==> src/rtl/fifo_rd_streamer.sv <==
// Read-side controller for the cyclic FIFO: prefetches into a 2-entry skid buffer and
// presents a valid/ready stream with burst markers. FIFO_RD_STALL_CNT_EN adds stall_cnt.
module fifo_rd_streamer #(
  parameter int unsigned DATA      = 8,
  parameter int unsigned BURST_LEN = 4
) (
  input  logic            clk,
  input  logic            rst,
  input  logic            enable,
  input  logic            fifo_empty,
  input  logic            fifo_uf,
  input  logic [DATA-1:0] read_data,
  input  logic            read_data_valid,
  output logic            read_req,
  output logic [DATA-1:0] m_data,
  output logic            m_valid,
  input  logic            m_ready,
  output logic            m_last,
  output logic            busy,
  output logic            err
`ifdef FIFO_RD_STALL_CNT_EN
  ,
  output logic [15:0]     stall_cnt
`endif
);

  typedef enum logic [1:0] {
    IDLE   = 2'd0,
    ACTIVE = 2'd1,
    DRAIN  = 2'd2
  } state_t;

  state_t          state, state_nxt;
  logic [DATA-1:0] buf_mem [0:1];
  logic            head;
  logic            tail;
  logic [1:0]      buf_cnt;
  logic            inflight;
  logic [7:0]      burst_cnt;
  logic            rst_settle;
  logic            pop;
  logic            push;
  logic            last_word;
  logic [2:0]      occ;

  assign pop       = m_valid & m_ready;
  assign tail      = head ^ buf_cnt[0];
  assign last_word = (burst_cnt == 8'(BURST_LEN - 1));

  // Occupancy after this cycle's pop, counting the word still in flight from the FIFO.
  assign occ      = {1'b0, buf_cnt} + {2'b00, inflight} - {2'b00, pop};
  assign read_req = (state == ACTIVE) && !fifo_empty && (occ < 3'd2);

  // Stray strobes (first cycle after reset, or into a full buffer) are not stored.
  assign push = read_data_valid && !rst_settle && ((buf_cnt != 2'd2) || pop);

  assign m_valid = (buf_cnt != 2'd0);
  assign m_data  = m_valid ? buf_mem[head] : '0;
  assign m_last  = m_valid && last_word;
  assign busy    = (state != IDLE);

  always_comb begin
    state_nxt = state;
    unique case (state)
      IDLE:    if (enable) state_nxt = ACTIVE;
      ACTIVE:  if (!enable) state_nxt = DRAIN;
      DRAIN:   if (!inflight && (buf_cnt == 2'd0)) state_nxt = enable ? ACTIVE : IDLE;
      default: state_nxt = IDLE;
    endcase
  end

  always_ff @(posedge clk or negedge rst) begin
    if (!rst) begin
      state      <= IDLE;
      buf_mem[0] <= '0;
      buf_mem[1] <= '0;
      head       <= 1'b0;
      buf_cnt    <= '0;
      inflight   <= 1'b0;
      burst_cnt  <= '0;
      err        <= 1'b0;
      rst_settle <= 1'b1;
    end else begin
      state      <= state_nxt;
      inflight   <= read_req;
      rst_settle <= 1'b0;
      if (push) buf_mem[tail] <= read_data;
      if (pop) head <= ~head;
      if (push && !pop) buf_cnt <= buf_cnt + 2'd1;
      else if (pop && !push) buf_cnt <= buf_cnt - 2'd1;
      if (pop) burst_cnt <= last_word ? '0 : burst_cnt + 8'd1;
      if (fifo_uf || (read_data_valid && !inflight && !rst_settle)) err <= 1'b1;
    end
  end

`ifdef FIFO_RD_STALL_CNT_EN
  logic enable_q;

  always_ff @(posedge clk or negedge rst) begin
    if (!rst) begin
      enable_q  <= 1'b0;
      stall_cnt <= '0;
    end else begin
      enable_q <= enable;
      if (enable && !enable_q) stall_cnt <= '0;
      else if (m_valid && !m_ready && (stall_cnt != '1)) stall_cnt <= stall_cnt + 16'd1;
    end
  end
`endif

endmodule

==> config.mk <==
export PLATFORM = sky130hd
export DESIGN_NAME = fifo_rd_streamer
export DESIGN_NICKNAME = d
export VERILOG_FILES = /design/src/rtl/fifo_rd_streamer.sv
export SDC_FILE = /design/constraint.sdc
export NUM_CORES = 1
export LEC_CHECK = 0
export BUFFER_PORTS_ARGS = -buffer_cell sky130_fd_sc_hd__buf_2
export CAP_MARGIN = 20
export CORE_ASPECT_RATIO = 1.2
export CORE_MARGIN = 1
export CORE_UTILIZATION = 54
export CTS_CLUSTER_SIZE = 12
export DETAILED_ROUTE_END_ITERATION = 10
export PLACE_DENSITY = 0.75
export SLEW_MARGIN = 10
export SYNTH_ARGS = -nofsm -noshare
export SYNTH_HDL_FRONTEND = slang
export SYNTH_SLANG_ARGS = --single-unit
==> constraint.sdc <==
create_clock -name clk -period 2.5 [get_ports clk]
set_input_delay 0.5 -clock clk [delete_from_list [all_inputs] [get_ports clk]]
set_output_delay 0.5 -clock clk [all_outputs]
set_load 0.03 [all_outputs]
==> results_dict.tcl <==
set metrics [dict create \
    fin_crit_ns 2.57 \
    cpPeakStageDelay_ns 0.46 \
    worst_hold_slack_ns 0.195 \
    relSlewSlack 0.541 \
    layout-drive-gt1-share 0.455 \
    dr_total_vias 1123 \
    syn_area_um2 1540 \
    period_share 1.03 \
    cts_inserted_buffers 5 \
    synth_cell_type_count 37 \
    worst_path_max_delay_cell "dfrtp_2" \
    syn-mean-instance-area_um2 12.0 \
    numClockSinks 32 \
    fp.dieH_um 60.5 \
    hold_class "primary input to async pin" \
    layout.cells.non_filler 211 \
    track_usage 0.231 \
    port_buffers 27 \
    grt_pass1_wl_um 4950 \
    cts_tree "done" \
    gr-total-overflow 0 \
    worst_pin_slew_ns 0.688 \
    grt.met2_usage 0.385 \
    route.detailed.drc 0 \
    core_um2 2630 \
    hold_violations 0 \
    htreeDepth 2 \
    crit_type "flip-flop to primary output" \
    power_mw 2.67 \
    use_met1 0.285 \
    final_nets 195 \
    final_util 0.751 \
    synthFlopType "dfrtp_1" \
    synthArstFlopShare 1.00 \
    arrival_ns 2.07 \
    yosysWarningCount 0 \
    cts_buffer_depth 2 \
    place_hpwl_um 1990 \
    yosys.area.top_type "dfrtp_1" \
    worstSetupEndpointType "primary output" \
    wirelength_um 3190 \
    ys_seq_area_frac 0.521 \
    floorplan.initialDensity 0.586 \
    drt_iter0_markers 21 \
    die_x_um 50.8 \
    gp_congestion 0.773 \
    synth-seq-cells 32 \
    finalWorstSetupSlack_ns -0.0719 \
    clk_latency_ns 0.34 \
    yosysMostFrequentCell "dfrtp_1" \
    grt_pass1_vias 1059 \
    syn2layout_area_growth_pct 28.1 \
    syn_nets 146 \
    setup_viol 1 \
    start_kind "flip-flop" \
    clk_pin_slew_ns 0.10 \
    path_cells "o21ai_4 -> nor2_1 -> fa_2 -> xor2_2 -> nor4b_4 -> buf_4" \
    p_int_mw 1.60 \
    synth_cells 128 \
    rsz0062_at_grt "true" \
    critical_path_required_ns 2.00 \
    violations "negative setup slack" \
    drv_cap 0 \
    placed_cells 190 \
    p_sw_frac 0.400 \
    power_density_nw_per_um2 1350 \
    worst-path-max-fanout 4 \
    ant_nets 0 \
    clkPwrFrac 0.166 \
    status "finished with violations" \
    ir_worst_vdd_mv 0.889 \
    die_area_um2 3070 \
    fmax_ghz 0.389 \
    leakage_nw 0.965 \
    p_comb_frac 0.503 \
    first_pass_iters 4 \
    top_usage_layer "met2" \
    synth_common_cells "31 x dfrtp_1, 16 x mux2_2, 15 x nor2_1, 8 x mux2i_1, 7 x nand2_1" \
    skew_ns 0.0170 \
    synth_top_area_share 0.504 \
    io_pins 28 \
    antenna_found_initial 0 \
    seqPwrFrac 0.332 \
    pre_cts_slack_ns 0.0610 \
    synth.area.top_cells "dfrtp_1 50%, mux2_2 12%, mux2i_1 5.2%" \
    antennaDiodeCount 0 \
    root_buffer "clkbuf_4" \
    routed_via_density 5.32 \
    hold_buffers 0 \
    wl_per_cell_um 15.1 \
    grt_max_degree 33 \
    num_rows 20 \
    grt_use_met3 0.0677 \
    slew_violations 0 \
    power.switching_mw 1.07 \
    synth-edff-count 0 \
]
==> stage by stage <==
| step | instance area, um2 | setup TNS, ns |
|---|---|---|
| 2_1_floorplan | 1560 | 0 |
| 3_3_place_gp | 1760 | 0 |
| 3_5_place_dp | 1760 | 0 |
| 4_1_cts | 1940 | -0.000298 |
| 5_1_grt | 1970 | -0.144 |
| 6_report | 1970 | -0.0719 |
==> metal layers <==
| metal | up-vias | part of all wire |
|---|---|---|
| li1 | 533 | - |
| met1 | 561 | 0.43 |
| met2 | 22 | 0.51 |
| met3 | 7 | 0.036 |
| met4 | 0 | 0.017 |
| met5 | - | 0 |
==> logic make-up (layout without fill, tap and decap cells) <==
family	Yosys count	in the layout	synth area share
flip-flops	32	32	0.521
buffers and inverters	4	54	0.0138
AND/OR/NAND/NOR	40	40	0.136
adder cells (fa/ha/maj)	3	3	0.0292
multiplexers	24	24	0.169
AO/OA/AOI/OAI	12	12	0.0552
XOR/XNOR	12	12	0.0731
other	1	1	0.00243
==> final cells by class <==
type | count | area [um2]
flip-flops and latches | 32 | 803
multi-input cells | 92 | 753
inverters | 1 | 3.75
fillers | 178 | 654
well taps | 33 | 41.3
repair buffers | 45 | 277
clock inverters | 1 | 30.0
clock buffers | 7 | 65.1
==> sequential cells by signal (all words and copies together), names as in the netlist <==
name,count
buf_mem,16
burst_cnt,8
buf_cnt,2
state,2
err,1
head,1
inflight,1
rst_settle,1
==> layout by cell type, fill, tap and decap left out, types with 2 or more instances in the layout <==
cell type	netlist	final
nor3_1	2	2
nor2_1	15	15
buf_4	1	18
ha_1	2	2
o21ai_0	4	4
nand2b_1	3	3
clkbuf_8	0	2
and2_1	2	2
clkbuf_4	0	5
xor2_1	6	5
mux2_2	16	16
xnor2_1	5	5
mux2i_1	8	8
nand2_1	7	7
buf_2	2	26
or2_2	2	2
dfrtp_1	31	30
==> path summary, 6_finish.rpt <==
check / from / endpoint / slack (ns) / cells past startpoint
min in group clk: enable / state[0] / 0.39 / 2
worst max register to register: head / buf_mem[7] / 0.55 / 3
worst min-delay path: rst / buf_mem[2] / 0.19 / 1
worst max-delay path: buf_cnt[1] / read_req / -0.07 / 6
worst min register to register: burst_cnt[7] / burst_cnt[7] / 0.50 / 1
max in group asynchronous: rst / buf_cnt[1] / 1.83 / 1
==> power groups by stage <==
stage / Clock, mW / Combinational (mW) / Sequential, mW
3_5_place_dp: 0 / 1.16 / 0.893
2_1_floorplan: 0 / 0.951 / 0.803
4_1_cts: 0.449 / 1.28 / 0.876
6_report: 0.442 / 1.34 / 0.885
3_3_place_gp: 0 / 1.14 / 0.873
5_1_grt: 0.471 / 1.44 / 0.912
==> timing repair <==
item	in CTS	in global routing
pin swaps	3	0
buffers inserted	9	4
gates resized for setup	5	1
setup endpoints to repair	1	1
==> critical path: cells and delay by family (launching register included) <==
| kind | cells | cell delay [ns] |
|---|---|---|
| AOI/OAI and AO/OA | 1 | 0.19 |
| xor gates and xnor gates | 1 | 0.17 |
| adders and majority gates | 1 | 0.36 |
| buffers and inverters | 1 | 0.20 |
| DFF | 1 | 0.46 |
| and+or+nand+nor | 2 | 0.36 |
Note: power is estimated with default switching activity, not from simulation.
